$ cat config.mk
export PLATFORM = sky130hd
export DESIGN_NAME = psm_phase_ctrl
export DESIGN_NICKNAME = d
export VERILOG_FILES = /design/src/rtl/psm_phase_ctrl.sv
export SDC_FILE = /design/constraint.sdc
export NUM_CORES = 1
export LEC_CHECK = 0
export CAP_MARGIN = 0
export CORE_UTILIZATION = 65
export CTS_BUF_LIST = sky130_fd_sc_hd__clkbuf_8 sky130_fd_sc_hd__clkbuf_16
export DETAILED_ROUTE_END_ITERATION = 10
export GPL_ROUTABILITY_DRIVEN = 0
export PLACE_DENSITY_LB_ADDON = 0.1
export SLEW_MARGIN = 20
export SYNTH_ARGS = -nofsm -noshare
export SYNTH_HDL_FRONTEND = slang
export SYNTH_SLANG_ARGS = --single-unit
$ cat constraint.sdc
create_clock -name CLK -period 7.5 [get_ports CLK]
set_input_delay 1.125 -clock CLK [delete_from_list [all_inputs] [get_ports CLK]]
set_output_delay 1.125 -clock CLK [all_outputs]
set_load 0.005 [all_outputs]
$ cat src/rtl/psm_phase_ctrl.sv
// Phase-shift modulation controller: a reference square-wave leg and a delayed
// leg built from one carrier counter, with shadowed period/phase/dead-time registers.
module psm_phase_ctrl #(
    parameter int unsigned BITS_DATA = 8,
    parameter int unsigned BITS_PER  = 16
) (
    input  logic                 CLK,
    input  logic                 RST_N,
    input  logic                 iEN,
    input  logic                 iFAULT,
    input  logic                 iFAULT_CLR,
    input  logic [BITS_PER-1:0]  iPERIOD,
    input  logic [BITS_PER-1:0]  iPHASE,
    input  logic [BITS_DATA-1:0] iDT,
    input  logic                 iLOAD,
    output logic                 oPSM_REF,
    output logic                 oPSM_SH,
    output logic [BITS_DATA-1:0] oSHIFT,
    output logic                 oRUN,
    output logic                 oFAULT,
    output logic                 oLOAD_ACK
);

    localparam logic [BITS_PER-1:0] MIN_PER = BITS_PER'(2);
    localparam logic [BITS_PER-1:0] ONE     = BITS_PER'(1);

    typedef enum logic [2:0] {
        IDLE  = 3'd0,
        ARM   = 3'd1,
        RUN   = 3'd2,
        STOP  = 3'd3,
        FAULT = 3'd4
    } state_e;

    state_e               state_q, state_d;
    logic [BITS_PER-1:0]  cnt_q, cnt_d;

    logic [BITS_PER-1:0]  pend_per_q, pend_ph_q;
    logic [BITS_DATA-1:0] pend_dt_q;
    logic                 upd_q, upd_d;

    logic [BITS_PER-1:0]  act_per_q, act_ph_q;
    logic [BITS_DATA-1:0] act_dt_q;

    logic                 ref_q, ref_d;
    logic                 sh_q, sh_d;
    logic                 run_q, run_d;
    logic                 fault_q, fault_d;
    logic                 ack_q, ack_d;

    logic [BITS_PER-1:0]  clamp_per, clamp_ph;
    logic [BITS_PER-1:0]  half_per, last_cnt, sh_cnt;
    logic                 wrap, carrier_on, apply;

    // Clamped view of the pending values, and carrier-derived quantities
    always_comb begin
        clamp_per  = (pend_per_q < MIN_PER) ? MIN_PER : pend_per_q;
        clamp_ph   = (pend_ph_q >= clamp_per) ? (clamp_per - ONE) : pend_ph_q;
        half_per   = act_per_q >> 1;
        last_cnt   = act_per_q - ONE;
        wrap       = (cnt_q == last_cnt);
        carrier_on = (state_q == RUN) || (state_q == STOP);
        // Subtract first so cnt + (P - D) never exceeds P-1
        sh_cnt     = (cnt_q >= act_ph_q) ? (cnt_q - act_ph_q)
                                         : (cnt_q + (act_per_q - act_ph_q));
    end

    // Next-state logic; a trip overrides every other transition
    always_comb begin
        state_d = state_q;
        case (state_q)
            IDLE:    if (iEN) state_d = ARM;
            ARM:     state_d = RUN;
            RUN:     if (!iEN) state_d = STOP;
            STOP: begin
                if (iEN) begin
                    state_d = RUN;
                end else if (wrap) begin
                    state_d = IDLE;
                end
            end
            FAULT:   if (iFAULT_CLR) state_d = IDLE;
            default: state_d = IDLE;
        endcase
        if (iFAULT) begin
            state_d = FAULT;
        end
    end

    // Shadow-register application and the outstanding-update flag
    always_comb begin
        apply = 1'b0;
        if (!iFAULT) begin
            case (state_q)
                IDLE:      apply = upd_q;
                ARM:       apply = 1'b1;
                RUN, STOP: apply = upd_q && wrap;
                default:   apply = 1'b0;
            endcase
        end
        ack_d = apply && upd_q;
        upd_d = upd_q;
        if (iLOAD) begin
            upd_d = 1'b1;
        end else if (apply) begin
            upd_d = 1'b0;
        end
    end

    // Carrier counter runs only while staying within RUN/STOP
    always_comb begin
        cnt_d = '0;
        if (carrier_on && ((state_d == RUN) || (state_d == STOP))) begin
            cnt_d = wrap ? '0 : (cnt_q + ONE);
        end
    end

    // Registered outputs; legs lag the counter by one cycle
    always_comb begin
        ref_d   = carrier_on && !iFAULT && (cnt_q < half_per);
        sh_d    = carrier_on && !iFAULT && (sh_cnt < half_per);
        run_d   = (state_d == ARM) || (state_d == RUN) || (state_d == STOP);
        fault_d = (state_d == FAULT);
    end

    always_ff @(posedge CLK or negedge RST_N) begin
        if (!RST_N) begin
            state_q <= IDLE;
            cnt_q   <= '0;
            upd_q   <= 1'b0;
            ref_q   <= 1'b0;
            sh_q    <= 1'b0;
            run_q   <= 1'b0;
            fault_q <= 1'b0;
            ack_q   <= 1'b0;
        end else begin
            state_q <= state_d;
            cnt_q   <= cnt_d;
            upd_q   <= upd_d;
            ref_q   <= ref_d;
            sh_q    <= sh_d;
            run_q   <= run_d;
            fault_q <= fault_d;
            ack_q   <= ack_d;
        end
    end

    // Pending registers hold raw values; clamping happens on application
    always_ff @(posedge CLK or negedge RST_N) begin
        if (!RST_N) begin
            pend_per_q <= MIN_PER;
            pend_ph_q  <= '0;
            pend_dt_q  <= '0;
        end else if (iLOAD) begin
            pend_per_q <= iPERIOD;
            pend_ph_q  <= iPHASE;
            pend_dt_q  <= iDT;
        end
    end

    always_ff @(posedge CLK or negedge RST_N) begin
        if (!RST_N) begin
            act_per_q <= MIN_PER;
            act_ph_q  <= '0;
            act_dt_q  <= '0;
        end else if (apply) begin
            act_per_q <= clamp_per;
            act_ph_q  <= clamp_ph;
            act_dt_q  <= pend_dt_q;
        end
    end

    assign oPSM_REF  = ref_q;
    assign oPSM_SH   = sh_q;
    assign oSHIFT    = act_dt_q;
    assign oRUN      = run_q;
    assign oFAULT    = fault_q;
    assign oLOAD_ACK = ack_q;

endmodule

## Yosys cells after proc, flatten, opt, wreduce, memory -nomap -nowiden

Cells that the tools add are included.

- Register bits: 105
- Output and inout port bits: 13
- Logic and storage cells: 64
- Input bits: 46

- Reduce and logical (&&, ||, !) cells: 14
- Eq/ne operators: 9
- Magnitude comparators: 5
- Add/subtract/negate cells: 6
- Multiplexer cells: 16

Operators by type and width:

| cell | number |
|---|---|
| 2-to-1 mux 16 bit | 5 |
| greater-or-equal comparator 16 bit | 2 |
| < comparator 16 x 15 -> 1 bit | 2 |
| subtractor 16 x 1 -> 16 bit (second input constant) | 2 |
| subtractor 16 bit | 2 |
| 2-to-1 mux 3 bit | 6 |
| adder 16 x 1 -> 16 bit (second input constant) | 1 |
| adder 16 bit | 1 |
| equality test 16 bit | 1 |
| < comparator 16 x 2 -> 1 bit (second input constant) | 1 |
| case mux 3 bit (5 select lines) | 1 |
| equality test 3 x 2 -> 1 bit (second input constant) | 4 |
| equality test 3 x 1 -> 1 bit (second input constant) | 2 |
| equality test 3 bit (second input constant) | 2 |
| logical AND 1 bit | 6 |
| logical OR 1 bit | 4 |
| logical NOT 3 bit | 1 |
| 2-to-1 mux 1 bit | 3 |
| case mux 1 bit (3 select lines) | 1 |
| nonzero test 2 bit | 1 |
| OR reduction 2 bit | 1 |
| logical NOT 1 bit | 1 |

## Logic depth before layout (Yosys ltp)

- Word-level depth: 10
- Depth in mapped cells: 20
- Gate-level depth less buffers: 19

## Least setup slack after synthesis

OpenSTA, ideal clock, no wires.

- Path kind: register to register
- Start point: register act_per_q[1]
- End point: register sh_q (netlist: oPSM_SH)
- Data required time: 7.375 ns
- Clock period less this slack: 4.276 ns
- Cell stages (with the launch flop): 19
- Path buffers: 0
- Setup time: 0.125 ns
- Setup slack: 3.224 ns
- Arrival: 4.151 ns
- Path through: dfstp_2 inv_1 fa_1 inv_1 fa_1 a21o_1 a211oi_1 nor2_1 o221a_2 a2111o_1 a31oi_1 xor2_1 mux2i_1 ha_1 nand3_1 nor4_1 and3_1 o311a_1 nor3_1

- Longest elaborated chain between the ends: 5

RTL lines:

| element | line | RTL |
|---|---|---|
| from (decl) | 42 | `logic [BITS_PER-1:0] act_per_q, act_ph_q;` |
| from (signal assigned) | 167 | `act_per_q <= clamp_per;` |
| subtractor 16 bit | 65 | `: (cnt_q + (act_per_q - act_ph_q));` |
| adder 16 bit | 65 |  |
| 2-to-1 mux 16 bit | 64 | `sh_cnt = (cnt_q >= act_ph_q) ? (cnt_q - act_ph_q)` |
| < comparator 16 x 15 -> 1 bit (*) | 121 | `sh_d = carrier_on && !iFAULT && (sh_cnt < half_per);` |
| logical AND 1 bit (*) | 121 |  |
| named net sh_d | 46 | `logic sh_q, sh_d;` |
| to (signal assigned) | 132 | `sh_q <= 1'b0;` |
| to (signal assigned) | 141 | `sh_q <= sh_d;` |
| to (decl) | 46 |  |

Mark *: on every way through the listed nets, which the timed path passes. The rest lies on a longest branch.
A chain may end at the register's enable or synchronous reset.

## Worst setup path after layout

Ends and elaborated chain as after synthesis.

==> summary.md <==
| Metric | Value |
|---|---|
| Gr busiest metal | `met2` |
| Period minus WS final | `4822 ps` |
| Area leader, netlist | `dfrtp_1` |
| Least-Margin Pin Slew | `~980 ps` |
| Setup crit end kind | `flip-flop` |
| Ys flop type | `dfrtp_1` |
| Resized Gates After CTS | `0` |
| All-Layer GR Usage | `about a third` |
| Antenna violations before repair | `0` |
| Final setup TNS | `0 ps` |
| Layout cells sized above 1 | `7.055%` |
| Pins Over Slew Limit | `0` |
| Largest net degree at the start of global routing | `approximately 70` |
| CTS root buffer | `clkbuf_16` |
| PD cells | `about 310 nW/µm²` |
| Async SR Flop Fraction | `100.0%` |
| Synthesized flop and latch total | `105` |
| Hold Path Class | `flip-flop to flip-flop` |
| Post-synth top cells | `103 x dfrtp_1, 102 x inv_1, 79 x ha_1` |
| Longest Clk Path Bufs | `2` |
| Antenna violation net count after detailed routing | `0` |
| CP max FO | `6` |
| Leakage | `4.358 nW` |
| Final nets | `1,030` |
| Vias per inst | `6.128` |
| Synth warnings | `0` |
| Max VDD drop | `0.0001651 V` |
| First-pass GRT wire length | `31,600 µm` |
| Critical path class | `flip-flop to flip-flop` |
| Critical Path RT | `7720 ps` |
| Kind of start point of the critical path | `flip-flop` |
| Max-cap violations | `0` |
| Number of global-route vias before repair | `6,507` |
| Synth area leaders | `dfrtp_1 32%, ha_1 12%, mux2i_1 6.5%` |
| Post-detail-place hpwl | `14,810 µm` |
| CTS Hold Bufs | `0` |
| Core Region | `11,960 µm²` |
| Chip width | `112.7 µm` |
| EDFF count, synth | `0` |
| Post-synth net total | `between 900 and 1,000` |
| CTS tree | `done` |
| Final setup viols | `0` |
| Met3 Usage GRT | `3.696%` |
| Post-CTS setup buffers | `0` |
| Total gr overflow | `0` |
| Skew-Pair Late Insertion Delay | `350 ps` |
| Buffers added on ports | `58` |
| Finished Layout Cells | `1,040` |
| Mapped Cells | `around 830` |
| Inserted Diodes | `0` |
| Initial Utilization | `66.60%` |
| I/O pins | `between 50 and 60` |
| Routed vias | `6,373` |
| Die ar. | `12,700 µm²` |
| Period utilisation layout | `64.30%` |
| Final Cell Area | `8995 µm²` |
| Slew margin rel. | `34.08%` |
| Placed Cells | `1,025` |
| CTS Buf Count | `9` |
| Pre-antenna DRT Iters | `5` |
| Worst EP arrival | `5040 ps` |
| Iter 0 DRT Violations | `between 300 and 400` |
| Placed cell areas | `8705 µm²` |
| Status | `complete, no violations` |
| Hold Violations, Final | `0` |
| Row count | `40` |
| Post-route DRC violation count | `0` |
| Max Clk Rate | `207.4 MHz` |
| Syn-to-layout area delta | `12.91%` |
| RSZ-0062 raised after global routing | `no` |
| Die height | `112.7 µm` |
| CTS clk-pin slew, worst paths | `70 ps` |
| Sink Count | `105` |
| Count leader, synth | `dfrtp_1` |
| Clk_skew | `roughly 8.0 ps` |
| Sequential area share after synthesis | `33.01%` |
| Top-area cell type share of the netlist area | `around a third` |
| CTS H-tree depth | `3` |
| Cell variety after synth | `59` |
| Cell Area, Synth | `7966 µm²` |
| GRT met1 Usage | `about 43%` |
| Avg Cell Area, Syn | `between 9 and 10 µm²` |
| DR WL/cell | `18.43 µm` |
| GR Util met2 | `between 50% and 60%` |
| Final WL | `19,170 µm` |
==> per-stage QoR <==
stage | hold slack [ps] | setup slack, ps | util (%) | power (mW)
floorplan | 454.1 | 3224 | - | 1.916
global placement | 463.2 | 2908 | 72.77 | 2.263
detailed placement | 475.5 | 2747 | 72.77 | 2.340
CTS | 490.7 | 2727 | 75.14 | 2.804
global route | 506.0 | 2464 | 75.20 | 3.045
finish | 485.9 | 2678 | 75.20 | 2.815
==> registers in the layout, indices dropped and copies added, names as in the netlist, 3 cells and up <==
name        flops
pend_dt_q       8
oSHIFT          8
state_q         3
act_per_q      16
act_ph_q       16
cnt_q          16
pend_per_q     16
pend_ph_q      16
==> cell families after synthesis <==
kind of cell	share of synthesized area, %
AOI/OAI and AO/OA	12.78
muxes	11.34
xor gates and xnor gates	8.246
adders and majority gates	16.43
and+or+nand+nor	12.44
DFF	33.01
buffers and inverters	5.748
==> path summary, 6_finish.rpt <==
path / depth (start not counted) / slack [ps] / end / startpoint
min in group asynchronous: 1 / 740 / cnt_q[12] / RST_N
setup / recovery: 18 / 2680 / oPSM_SH / act_per_q[1]
setup reg to reg: 18 / 2680 / oPSM_SH / act_per_q[1]
max in group asynchronous: 2 / 5510 / act_per_q[10] / RST_N
hold reg to reg: 1 / 490 / oSHIFT[5] / pend_dt_q[5]
hold / removal: 1 / 490 / oSHIFT[5] / pend_dt_q[5]
==> metal layers <==
layer / wire length, µm / vias up
met1: 8352 / 3044
li1: - / 3040
met2: 8995 / 245
met4: 620 / 0
met3: 1201 / 44
met5: 0 / -
==> cell usage in the layout (no fill, tap or decap), types with 27 or more instances in the layout <==
| master | count |
|---|---|
| o21ai_0 | 44 |
| inv_1 | 103 |
| a21oi_1 | 27 |
| ha_1 | 79 |
| nor2_1 | 47 |
| xnor2_1 | 57 |
| nand2_1 | 51 |
| dfrtp_1 | 103 |
| clkdlybuf4s50_1 | 56 |
| mux2i_1 | 52 |
==> critical path, cell delays in order, from the launching register on <==
cell      delay (ps)
dfstp_2          580
inv_1            140
fa_1             520
inv_1             70
fa_1             460
a21o_1           190
a211oi_1         290
nor2_1           110
o221a_2          320
a2111o_1         390
a31oi_1          240
xor2_1           170
mux2i_1           80
ha_1             300
nand3_1          120
nor4_1           290
and3_1           200
o311a_1          160
nor3_1            60
==> final cells by class <==
type | count | area [µm²]
tap | 147 | 183.9
sequential | 105 | 2630
fill | 848 | 2967
inverter | 102 | 382.9
clock buffer | 12 | 266.5
clock inverter | 3 | 16.27
multi-input combinational | 609 | 4912
timing repair buffer | 62 | 603.1
==> power by group <==
group	total, mW	switching (mW)	internal, mW
Sequential	0.765	0.101	0.664
Combinational	1.60	0.881	0.719
Clock	0.451	0.202	0.249
Total	2.82	1.18	1.63
Power figures use the tool's default switching activity.
